File: src/rtl/face_instr_queue.sv
// Instruction FIFO in front of the FACE top: issues words in order and
// serialises systolic calcs against the engine busy flag.
module face_instr_queue #(
   parameter int DEPTH        = 8,
   parameter int BUSY_TIMEOUT = 4,
   parameter int CNT_W        = 16
) (
   input  logic                     clk,
   input  logic                     rst,
   input  logic                     in_valid,
   input  logic [31:0]              in_instr,
   output logic                     in_ready,
   input  logic                     flush,
   input  logic                     busy_i,
   output logic [31:0]              instr_o,
   output logic                     calc_done,
   output logic [CNT_W-1:0]         done_count,
   output logic                     timeout_err,
   output logic [$clog2(DEPTH):0]   level
);

   localparam int AW = $clog2(DEPTH);
   localparam int LW = AW + 1;
   localparam int TW = $clog2(BUSY_TIMEOUT + 1);

   localparam logic [6:0]    SYSOPCODE = 7'b0001011;
   localparam logic [2:0]    CALC_FUNC = 3'b001;
   localparam logic [TW-1:0] TMO_LAST  = TW'(BUSY_TIMEOUT - 1);

   typedef enum logic [1:0] {
      S_IDLE,
      S_WAIT_BUSY,
      S_WAIT_DONE
   } state_t;

   state_t            state_q, state_d;
   logic [31:0]       mem_q [DEPTH];
   logic [31:0]       mem_d [DEPTH];
   logic [AW-1:0]     wr_ptr_q, wr_ptr_d;
   logic [AW-1:0]     rd_ptr_q, rd_ptr_d;
   logic [LW-1:0]     level_q, level_d;
   logic [31:0]       instr_q, instr_d;
   logic              calc_done_q, calc_done_d;
   logic [CNT_W-1:0]  done_cnt_q, done_cnt_d;
   logic              terr_q, terr_d;
   logic [TW-1:0]     tmo_q, tmo_d;

   logic              empty;
   logic              full;
   logic              push;
   logic              pop;
   logic [31:0]       head;
   logic              head_calc;

   assign empty     = (level_q == '0);
   assign full      = (level_q == LW'(DEPTH));
   assign head      = mem_q[rd_ptr_q];
   assign head_calc = (head[6:0] == SYSOPCODE) && (head[9:7] == CALC_FUNC);
   assign push      = in_valid && !full && !flush;

   // Issue sequencing; a flush suppresses the pop of the current head.
   always_comb begin
      state_d     = state_q;
      instr_d     = 32'h0;
      calc_done_d = 1'b0;
      done_cnt_d  = done_cnt_q;
      terr_d      = terr_q;
      tmo_d       = tmo_q;
      pop         = 1'b0;
      unique case (state_q)
         S_IDLE: begin
            if (!flush && !empty) begin
               if (!head_calc) begin
                  instr_d = head;
                  pop     = 1'b1;
               end else if (!busy_i) begin
                  instr_d = head;
                  pop     = 1'b1;
                  tmo_d   = '0;
                  state_d = S_WAIT_BUSY;
               end
            end
         end
         S_WAIT_BUSY: begin
            if (busy_i) begin
               state_d = S_WAIT_DONE;
            end else if (tmo_q == TMO_LAST) begin
               terr_d  = 1'b1;
               state_d = S_IDLE;
            end else begin
               tmo_d = tmo_q + 1'b1;
            end
         end
         S_WAIT_DONE: begin
            if (!busy_i) begin
               calc_done_d = 1'b1;
               done_cnt_d  = done_cnt_q + 1'b1;
               state_d     = S_IDLE;
            end
         end
         default: state_d = S_IDLE;
      endcase
   end

   always_comb begin
      mem_d    = mem_q;
      wr_ptr_d = wr_ptr_q;
      rd_ptr_d = rd_ptr_q;
      level_d  = level_q;
      if (flush) begin
         wr_ptr_d = '0;
         rd_ptr_d = '0;
         level_d  = '0;
      end else begin
         if (push) begin
            mem_d[wr_ptr_q] = in_instr;
            wr_ptr_d        = wr_ptr_q + 1'b1;
         end
         if (pop) begin
            rd_ptr_d = rd_ptr_q + 1'b1;
         end
         level_d = level_q + LW'(push) - LW'(pop);
      end
   end

   always_ff @(posedge clk) begin
      mem_q <= mem_d;
   end

   always_ff @(posedge clk) begin
      if (rst) begin
         state_q     <= S_IDLE;
         wr_ptr_q    <= '0;
         rd_ptr_q    <= '0;
         level_q     <= '0;
         instr_q     <= 32'h0;
         calc_done_q <= 1'b0;
         done_cnt_q  <= '0;
         terr_q      <= 1'b0;
         tmo_q       <= '0;
      end else begin
         state_q     <= state_d;
         wr_ptr_q    <= wr_ptr_d;
         rd_ptr_q    <= rd_ptr_d;
         level_q     <= level_d;
         instr_q     <= instr_d;
         calc_done_q <= calc_done_d;
         done_cnt_q  <= done_cnt_d;
         terr_q      <= terr_d;
         tmo_q       <= tmo_d;
      end
   end

   assign in_ready    = !full;
   assign instr_o     = instr_q;
   assign calc_done   = calc_done_q;
   assign done_count  = done_cnt_q;
   assign timeout_err = terr_q;
   assign level       = level_q;

endmodule
File: config.mk
export PLATFORM = sky130hd
export DESIGN_NAME = face_instr_queue
export DESIGN_NICKNAME = d
export VERILOG_FILES = /design/src/rtl/face_instr_queue.sv
export SDC_FILE = /design/constraint.sdc
export NUM_CORES = 1
export LEC_CHECK = 0
export CORE_MARGIN = 1
export CORE_UTILIZATION = 54
export CTS_BUF_LIST = sky130_fd_sc_hd__clkbuf_8
export CTS_CLUSTER_SIZE = 20
export DETAILED_ROUTE_END_ITERATION = 10
export GPL_TIMING_DRIVEN = 0
export HOLD_SLACK_MARGIN = 0.02
export PLACE_DENSITY = 0.85
export SLEW_MARGIN = 20
export SYNTH_ARGS = -nofsm -noshare
export SYNTH_HDL_FRONTEND = slang
export SYNTH_SLANG_ARGS = --single-unit
File: constraint.sdc
create_clock -name clk -period 4.08 [get_ports clk]
set_input_delay 1.224 -clock clk [delete_from_list [all_inputs] [get_ports clk]]
set_output_delay 1.224 -clock clk [all_outputs]
set_load 0.01 [all_outputs]
==> flow_summary.ini, run 1 <==
[grt]
overflow = 0
antenna_found_initial = 0
first_global_vias = 6782
grt_start_max_net_pins = 20
grt_pass1_wl_microns = 38500
grt_util_all_layers = 0.235

[logic_synthesis]
synthArstFlopShare = 0
yosysTopAreaCell = edfxtp_1
yosys-top-cells-area = edfxtp_1, dfxtp_1, mux4_2
synth-main-ff-cell = edfxtp_1
synth_cell_types = 44
synth_edf_count = 256
seq_area_frac_synth = 0.747
synth_most_common_cell = edfxtp_1
syn_nets = 674
synth_top_area_frac = 0.639
synthTopCellsByCount = edfxtp_1, nor2_1, dfxtp_1
synth_cells = 625
syn_area_sq_um = 12000
ys_warn_count = 0
avgSynthCellArea_sq_um = 19.3
ys_ff_latch = 321

[outcome]
outcome = finished clean

[job]
drv_cap = 0

[layout]
drive_gt1_frac = 0.200
regArea_sq_um = 8990
area_growth_pct = 21.7
antennaDiodeCount = 0
final_util = 0.671
nNetsFinal = 827
multiInputGateArea_sq_um = 2930
nFillCells = 1330

[timing]
slew_headroom = 0.377
maxSlewViolCount = 0
min_period_over_period = 0.884
min_period_ns = 3.61
rsz0062_at_grt = false
worstMarginPinSlew_ns = 0.935
fmax_mhz = 277
hold_violations = 0
setup_viol = 0
tns_ns = 0
whs_ns = 0.492
setup_slack_ns = 0.475
finClkSkew_ns = 0.0191

[setup_path]
worstPathMaxFanout = 10
crit_arrival_ns = 4.05
endpoint_kind = flop
crit_path_frequent_cell = ha_1
start_kind = flop
required_ns = 4.52
cpPeakStageDelay_ns = 0.66
crit_slowest_cell = buf_1
worstSetupPathType = reg2reg
crit_path_cell_trace = buf_2, buf_1, mux2i_1, and4b_2, nand4_4, and2_2, ha_1, inv_1, ha_1, fa_1, xnor2_1, nor2_1

[floorplanning]
die_x_microns = 151
num_rows = 54
dieArea_sq_um = 22900
start_util = 0.551
core_sq_um = 21800
die_y_microns = 151
io_pins = 92

[placement]
gp_congestion = 0.820
hpwl_microns = 15700
pre_cts_slack_ns = -0.0861
portBuffers = 89

[clocking]
postCtsHoldBufs = 0
clock-sinks = 321
cts_max_level = 2
cts_setup_buffers = 0
clk_latency_ns = 0.57
cts_root_buffer = clkbuf_8
cts-buffers-inserted = 50
clk_pin_slew_ns = 0.07
cts_resized = 0
ctsLongestPathBuffers = 3
cts_tree = built

[route]
wl_microns = 25500
initialDrtViolationCount = 531
drtPass1Iterations = 5
drc = 0
viasPerCell = 5.87
avgRoutedWirePerCell_microns = 23.2
vias = 6447
antenna_left = 0

[power]
p_per_area_nw_per_um2 = 471
p_leak_nw = 4.78
vdd_ir_drop_max_v = 0.000447

[hold_path]
hold_path_class = reg2reg
-- sequential cells by signal, summed over array words and instances (netlist names) --
name,count
mem_q,256
instr_o,32
done_count,16
level,4
rd_ptr_q,3
tmo_q,3
wr_ptr_q,3
state_q,2
calc_done,1
timeout_err,1
-- where the power goes --
group          switching [W]  internal (W)  total (W)
registers          0.0000258       0.00360    0.00362
logic               0.000260      0.000264   0.000524
clock network        0.00122       0.00152    0.00275
-- layout by cell type (no fill, tap or decap), drive strengths merged, types with 2 or more instances in the layout --
master / n
xor2: 11
clkinv: 10
inv: 26
mux4: 64
or3: 2
nor2: 69
clkbuf: 74
nand2b: 5
nand4: 10
a21oi: 7
and2: 3
a211oi: 2
buf: 27
nand3: 4
and3: 2
nor3: 6
mux2i: 33
nor3b: 2
ha: 11
edfxtp: 256
dfxtp: 65
clkdlybuf4s50: 89
bufinv: 2
nand2: 15
o21ai: 4
xnor2: 7
-- cells by family (layout without fill, tap and decap cells) --
| logic type | count (synthesis) | after routing | share of synthesized area |
|---|---|---|---|
| flip-flops | 321 | 321 | 0.747 |
| AND/OR/NAND/NOR | 125 | 125 | 0.0498 |
| multiplexers | 97 | 97 | 0.152 |
| buffers and inverters | 34 | 228 | 0.0152 |
| AO/OA/AOI/OAI | 18 | 18 | 0.00957 |
| XOR/XNOR | 18 | 18 | 0.0131 |
| adder cells (fa/ha/maj) | 12 | 12 | 0.0131 |
-- critical path, delay by kind of cell, from the launching register on --
family	cells	cell delay, ns
buf+inv	3	0.94
simple gates	4	0.80
flops	1	0.30
xor+xnor	1	0.17
fa+ha+maj	3	0.86
mux	1	0.41
-- through the flow --
step / area [sq um] / power [W] / std cells
6_report: 14600 / 0.00689 / 1099
4_1_cts: 14600 / 0.00694 / 1099
3_3_place_gp: 13300 / 0.00417 / 994
3_5_place_dp: 13600 / 0.00421 / 1006
5_1_grt: 14600 / 0.00712 / 1099
2_1_floorplan: 12000 / 0.00397 / 625
-- area by class of cell --
type                       count  share of cell area
sequential                   321               0.614
multi-input combinational    270               0.200
timing repair buffer         101              0.0774
clock buffer                  63              0.0592
tap                          280              0.0239
clock inverter                30              0.0126
buffer                        26              0.0104
inverter                       8             0.00205
-- layer usage --
layer	part of all wire	up-vias	GRT usage
met3	0.069	63	0.0467
met2	0.52	256	0.406
li1	-	2795	-
met1	0.39	3333	0.293
met5	0	-	0
met4	0.024	0	0.0885
-- path summary, 6_finish.rpt --
kind	start	endpoint	slack (ns)	cells after the start
setup / recovery	rd_ptr_q[2]$_SDFFE_PP0P_	level[2]$_SDFF_PP0_	0.47	12
hold / removal	timeout_err$_SDFFE_PP0P_	timeout_err$_SDFFE_PP0P_	0.49	2
hold reg to reg	timeout_err$_SDFFE_PP0P_	timeout_err$_SDFFE_PP0P_	0.49	2
setup reg to reg	rd_ptr_q[2]$_SDFFE_PP0P_	level[2]$_SDFF_PP0_	0.47	12
(Power assumes the default switching activity.)
==> inputs of run 2 (changes only) <==
Settings changed: CORE_ASPECT_RATIO from default to 1.1.
==> flow_summary.ini, run 2 (synthesis results as in run 1) <==
[grt]
overflow = 0
antenna_found_initial = 2
grt_pass1_wl_microns = 37000
busiest_layer = met2
grt_start_max_net_pins = 21
met3_usage = 0.0484
first_global_vias = 6735
grt_util_met1 = 0.277
grt_util_all_layers = 0.224
met2_usage = 0.389

[hold_path]
hold_path_class = reg2reg
hold_start = timeout_err$_SDFFE_PP0P_

[route]
initialDrtViolationCount = 472
vias = 6270
drtPass1Iterations = 5
drc = 0
wl_microns = 24200
antenna_left = 0
avgRoutedWirePerCell_microns = 21.9
viasPerCell = 5.68

[timing]
fmax_mhz = 286
min_period_ns = 3.50
tns_ns = 0
worstMarginPinSlew_ns = 0.994
finClkSkew_ns = 0.0222
maxSlewViolCount = 0
slew_headroom = 0.336
rsz0062_at_grt = false
setup_viol = 0
hold_violations = 0
min_period_over_period = 0.858

[layout]
design_area_sq_um = 14500
layout_common_cells = edfxtp_1, clkdlybuf4s50_1, dfxtp_1, nor2_1, clkbuf_8
nNetsFinal = 824
final_util = 0.672
layout_commonest_cell = edfxtp_1
drive_gt1_frac = 0.185
area_growth_pct = 20.5
largest_reg_flops = 256
largest-register = mem_q

[floorplanning]
num_rows = 56
dieArea_sq_um = 22900
core_sq_um = 21600
die_x_microns = 144
die_y_microns = 159
start_util = 0.558
io_pins = 92

[clocking]
clk_pin_slew_ns = 0.06
cts_tree = built
cts_max_level = 2
ctsLongestPathBuffers = 3
clock-sinks = 321
cts_root_buffer = clkbuf_8
cts_resized = 0
cts_setup_buffers = 0
postCtsHoldBufs = 0
clk_latency_ns = 0.55
cts-buffers-inserted = 47

[placement]
portBuffers = 89
placed_area_sq_um = 13600
hpwl_microns = 15700
gp_congestion = 0.782

[setup_path]
start_kind = input port
worstSetupPathType = in2reg
worstPathMaxFanout = 6
crit_arrival_ns = 3.94
endpoint_kind = flop
required_ns = 4.52
startpoint = flush
r2r-start = rd_ptr_q[2]$_SDFFE_PP0P_

[job]
drv_cap = 0

[power]
p_per_area_nw_per_um2 = 452
vdd_ir_drop_max_v = 0.000339
p_leak_nw = 4.70

[outcome]
outcome = finished clean
-- run 2: metrics by stage --
step / cells / hold slack (ns) / total power [W] / worst slack [ns]
2_1_floorplan: 625 / 0.454 / 0.00397 / 0.600
3_3_place_gp: 1004 / 0.466 / 0.00417 / -1.39
3_5_place_dp: 1016 / 0.477 / 0.00420 / 0.0138
4_1_cts: 1103 / 0.495 / 0.00659 / 0.503
5_1_grt: 1104 / 0.531 / 0.00677 / 0.343
6_report: 1104 / 0.499 / 0.00655 / 0.578
-- run 2: layout make-up --
cell class	instances	area [sq um]
timing repair buffer	101	1120
multi-input combinational	270	2930
clock buffer	54	743
fill	1415	7090
antenna	1	2.50
buffer	26	153
tap	290	363
sequential	321	8990
inverter	8	30.0
clock inverter	33	161
-- run 2: worst max-delay path, stage by stage --
cell,delay [ns]
clkdlybuf4s50_1,0.50
a2111oi_1,0.83
and2_2,0.35
ha_1,0.24
inv_1,0.06
ha_1,0.19
fa_1,0.42
and2_1,0.14
-- run 2: worst paths after layout --
kind / endpoint / slack (ns) / cells past startpoint
worst max register to register: level[2]$_SDFF_PP0_ / 0.60 / 12
worst min-delay path: timeout_err$_SDFFE_PP0P_ / 0.50 / 2
worst min register to register: timeout_err$_SDFFE_PP0P_ / 0.50 / 2
worst max-delay path: level[1]$_SDFF_PP0_ / 0.58 / 8
-- run 2: report_power, final --
| part | internal, W | total [W] | switching [W] | leakage [nW] |
|---|---|---|---|---|
| sequential | 0.00360 | 0.00362 | 0.0000229 | 2.84 |
| combinational | 0.000257 | 0.000512 | 0.000255 | 1.33 |
| clock | 0.00127 | 0.00241 | 0.00114 | 0.535 |
| total | 0.00513 | 0.00655 | 0.00142 | 4.70 |
-- run 2: routing by layer --
| metal | vias up | routed length, microns |
|---|---|---|
| li1 | 2773 | - |
| met1 | 3172 | 9280 |
| met3 | 49 | 1680 |
| met5 | - | 14 |
| met4 | 2 | 592 |
| met2 | 274 | 12600 |
==> inputs of run 3 (changes only) <==
Settings changed: CORE_MARGIN 1 to default, CTS_CLUSTER_DIAMETER from default to 120.
==> flow_summary.ini, run 3 (synthesis results as in run 1) <==
[setup_path]
worstSetupPathType = reg2reg
reg2reg_setup_slack_ns = 0.49
required_ns = 4.52
r2r-start = rd_ptr_q[2]$_SDFFE_PP0P_
crit_path_frequent_cell = ha_1
worstSetupEndpoint = level[2]$_SDFF_PP0_
crit_slowest_cell = buf_1
startpoint = rd_ptr_q[2]$_SDFFE_PP0P_
r2r-end = level[2]$_SDFF_PP0_
cpPeakStageDelay_ns = 0.73
cp.depth = 12
rr_worst_depth = 12
worstPathMaxFanout = 10
crit_path_cell_trace = buf_2, buf_1, mux2i_1, and4b_2, nand4_4, and2_2, ha_1, inv_1, ha_1, fa_1, xnor2_1, nor2_1
endpoint_kind = flop
start_kind = flop
crit_arrival_ns = 4.03
critical_path.top_delay_family = buffers and inverters
critPathBufInv = 3

[clocking]
cts_tree = built
cts-buffers-inserted = 20
cts_resized = 0
clk_pin_slew_ns = 0.13
cts_setup_buffers = 0
cts_root_buffer = clkbuf_8
cts_max_level = 1
postCtsHoldBufs = 0
clk_latency_ns = 0.56
clock-sinks = 321
ctsLongestPathBuffers = 3

[route]
avgRoutedWirePerCell_microns = 22.7
drc = 0
initialDrtViolationCount = 588
drtPass1Iterations = 4
wl_microns = 23900
viasPerCell = 5.76
vias = 6066
antenna_left = 0

[timing]
fmax_mhz = 279
whs_ns = 0.516
slew_headroom = 0.274
hold_violations = 0
min_period_over_period = 0.879
setup_viol = 0
finClkSkew_ns = 0.0312
rsz0062_at_grt = false
worstMarginPinSlew_ns = 1.09
maxSlewViolCount = 0
setup_slack_ns = 0.492
min_period_ns = 3.59

[grt]
first_global_vias = 6534
overflow = 0
grt_util_all_layers = 0.221
antenna_found_initial = 3
grt_start_max_net_pins = 22
grt_pass1_wl_microns = 36500

[outcome]
outcome = finished clean

[layout]
largest_reg_flops = 256
largest-register = mem_q
layout.cells.non_filler = 1053
layout_common_cells = edfxtp_1, clkdlybuf4s50_1, dfxtp_1, nor2_1, mux4_2
drive_gt1_frac = 0.148
nNetsFinal = 797
regArea_sq_um = 8990
design_area_sq_um = 13900
area_growth_pct = 15.9
multiInputGateArea_sq_um = 2930
nFillCells = 1460
layout_commonest_cell = edfxtp_1

[floorplanning]
num_rows = 56
die_x_microns = 144
start_util = 0.558
io_pins = 92
die_y_microns = 159
dieArea_sq_um = 22900
core_sq_um = 21600

[placement]
placed_area_sq_um = 13600
pre_cts_slack_ns = 0.0138
portBuffers = 89
dp_cells = 1016
hpwl_microns = 15700
gp_congestion = 0.782

[hold_path]
whs_path_depth = 2
hold_path_class = reg2reg

[job]
drv_cap = 0

[power]
p_per_area_nw_per_um2 = 399
p_leak_nw = 4.40
vdd_ir_drop_max_v = 0.000343
==> run 3: cell type report <==
type,instances,area share
Timing Repair Buffer,101,0.0806
Inverter,8,0.00215
Tap cell,290,0.0260
Buffer,26,0.0109
Clock buffer,20,0.0197
Sequential cell,321,0.644
Clock inverter,16,0.00583
Antenna cell,1,0.000179
Multi-Input combinational cell,270,0.210
==> run 3: report_power, final <==
part	leakage (nW)	internal (W)	switching (W)
clock network	0.233	0.000482	0.000956
registers	2.84	0.00359	0.0000230
logic	1.33	0.000257	0.000256
total	4.40	0.00433	0.00124
==> run 3: worst register-to-register path, cell delays in order, from the launching register on <==
cell	delay [ns]
dfxtp_1	0.33
buf_2	0.24
buf_1	0.73
mux2i_1	0.35
and4b_2	0.31
nand4_4	0.13
and2_2	0.26
ha_1	0.28
inv_1	0.04
ha_1	0.20
fa_1	0.39
xnor2_1	0.16
nor2_1	0.05
==> run 3: how the worst min path moves through the flow <==
stage	startpoint	to
3_5_place_dp	timeout_err$_SDFFE_PP0P_	timeout_err$_SDFFE_PP0P_
5_1_grt	tmo_q[0]$_SDFFE_PP0P_	tmo_q[0]$_SDFFE_PP0P_
3_3_place_gp	timeout_err$_SDFFE_PP0P_	timeout_err$_SDFFE_PP0P_
4_1_cts	tmo_q[0]$_SDFFE_PP0P_	tmo_q[0]$_SDFFE_PP0P_
6_report	timeout_err$_SDFFE_PP0P_	timeout_err$_SDFFE_PP0P_
2_1_floorplan	tmo_q[0]$_SDFFE_PP0P_	tmo_q[0]$_SDFFE_PP0P_
==> run 3: per-stage QoR <==
stage          TNS [ns]  utilization  power, W
2_1_floorplan         0            -   0.00397
3_3_place_gp    -306.78        0.616   0.00417
3_5_place_dp          0        0.630   0.00420
4_1_cts               0        0.646   0.00560
5_1_grt               0        0.646   0.00575
6_report              0        0.646   0.00557
==> run 3: per-layer routing <==
layer,track usage,up-vias,part of all wire
met4,0.0807,2,0.030
met3,0.0451,53,0.072
li1,-,2687,-
met1,0.273,3068,0.38
met5,0,-,0.00046
met2,0.385,256,0.52
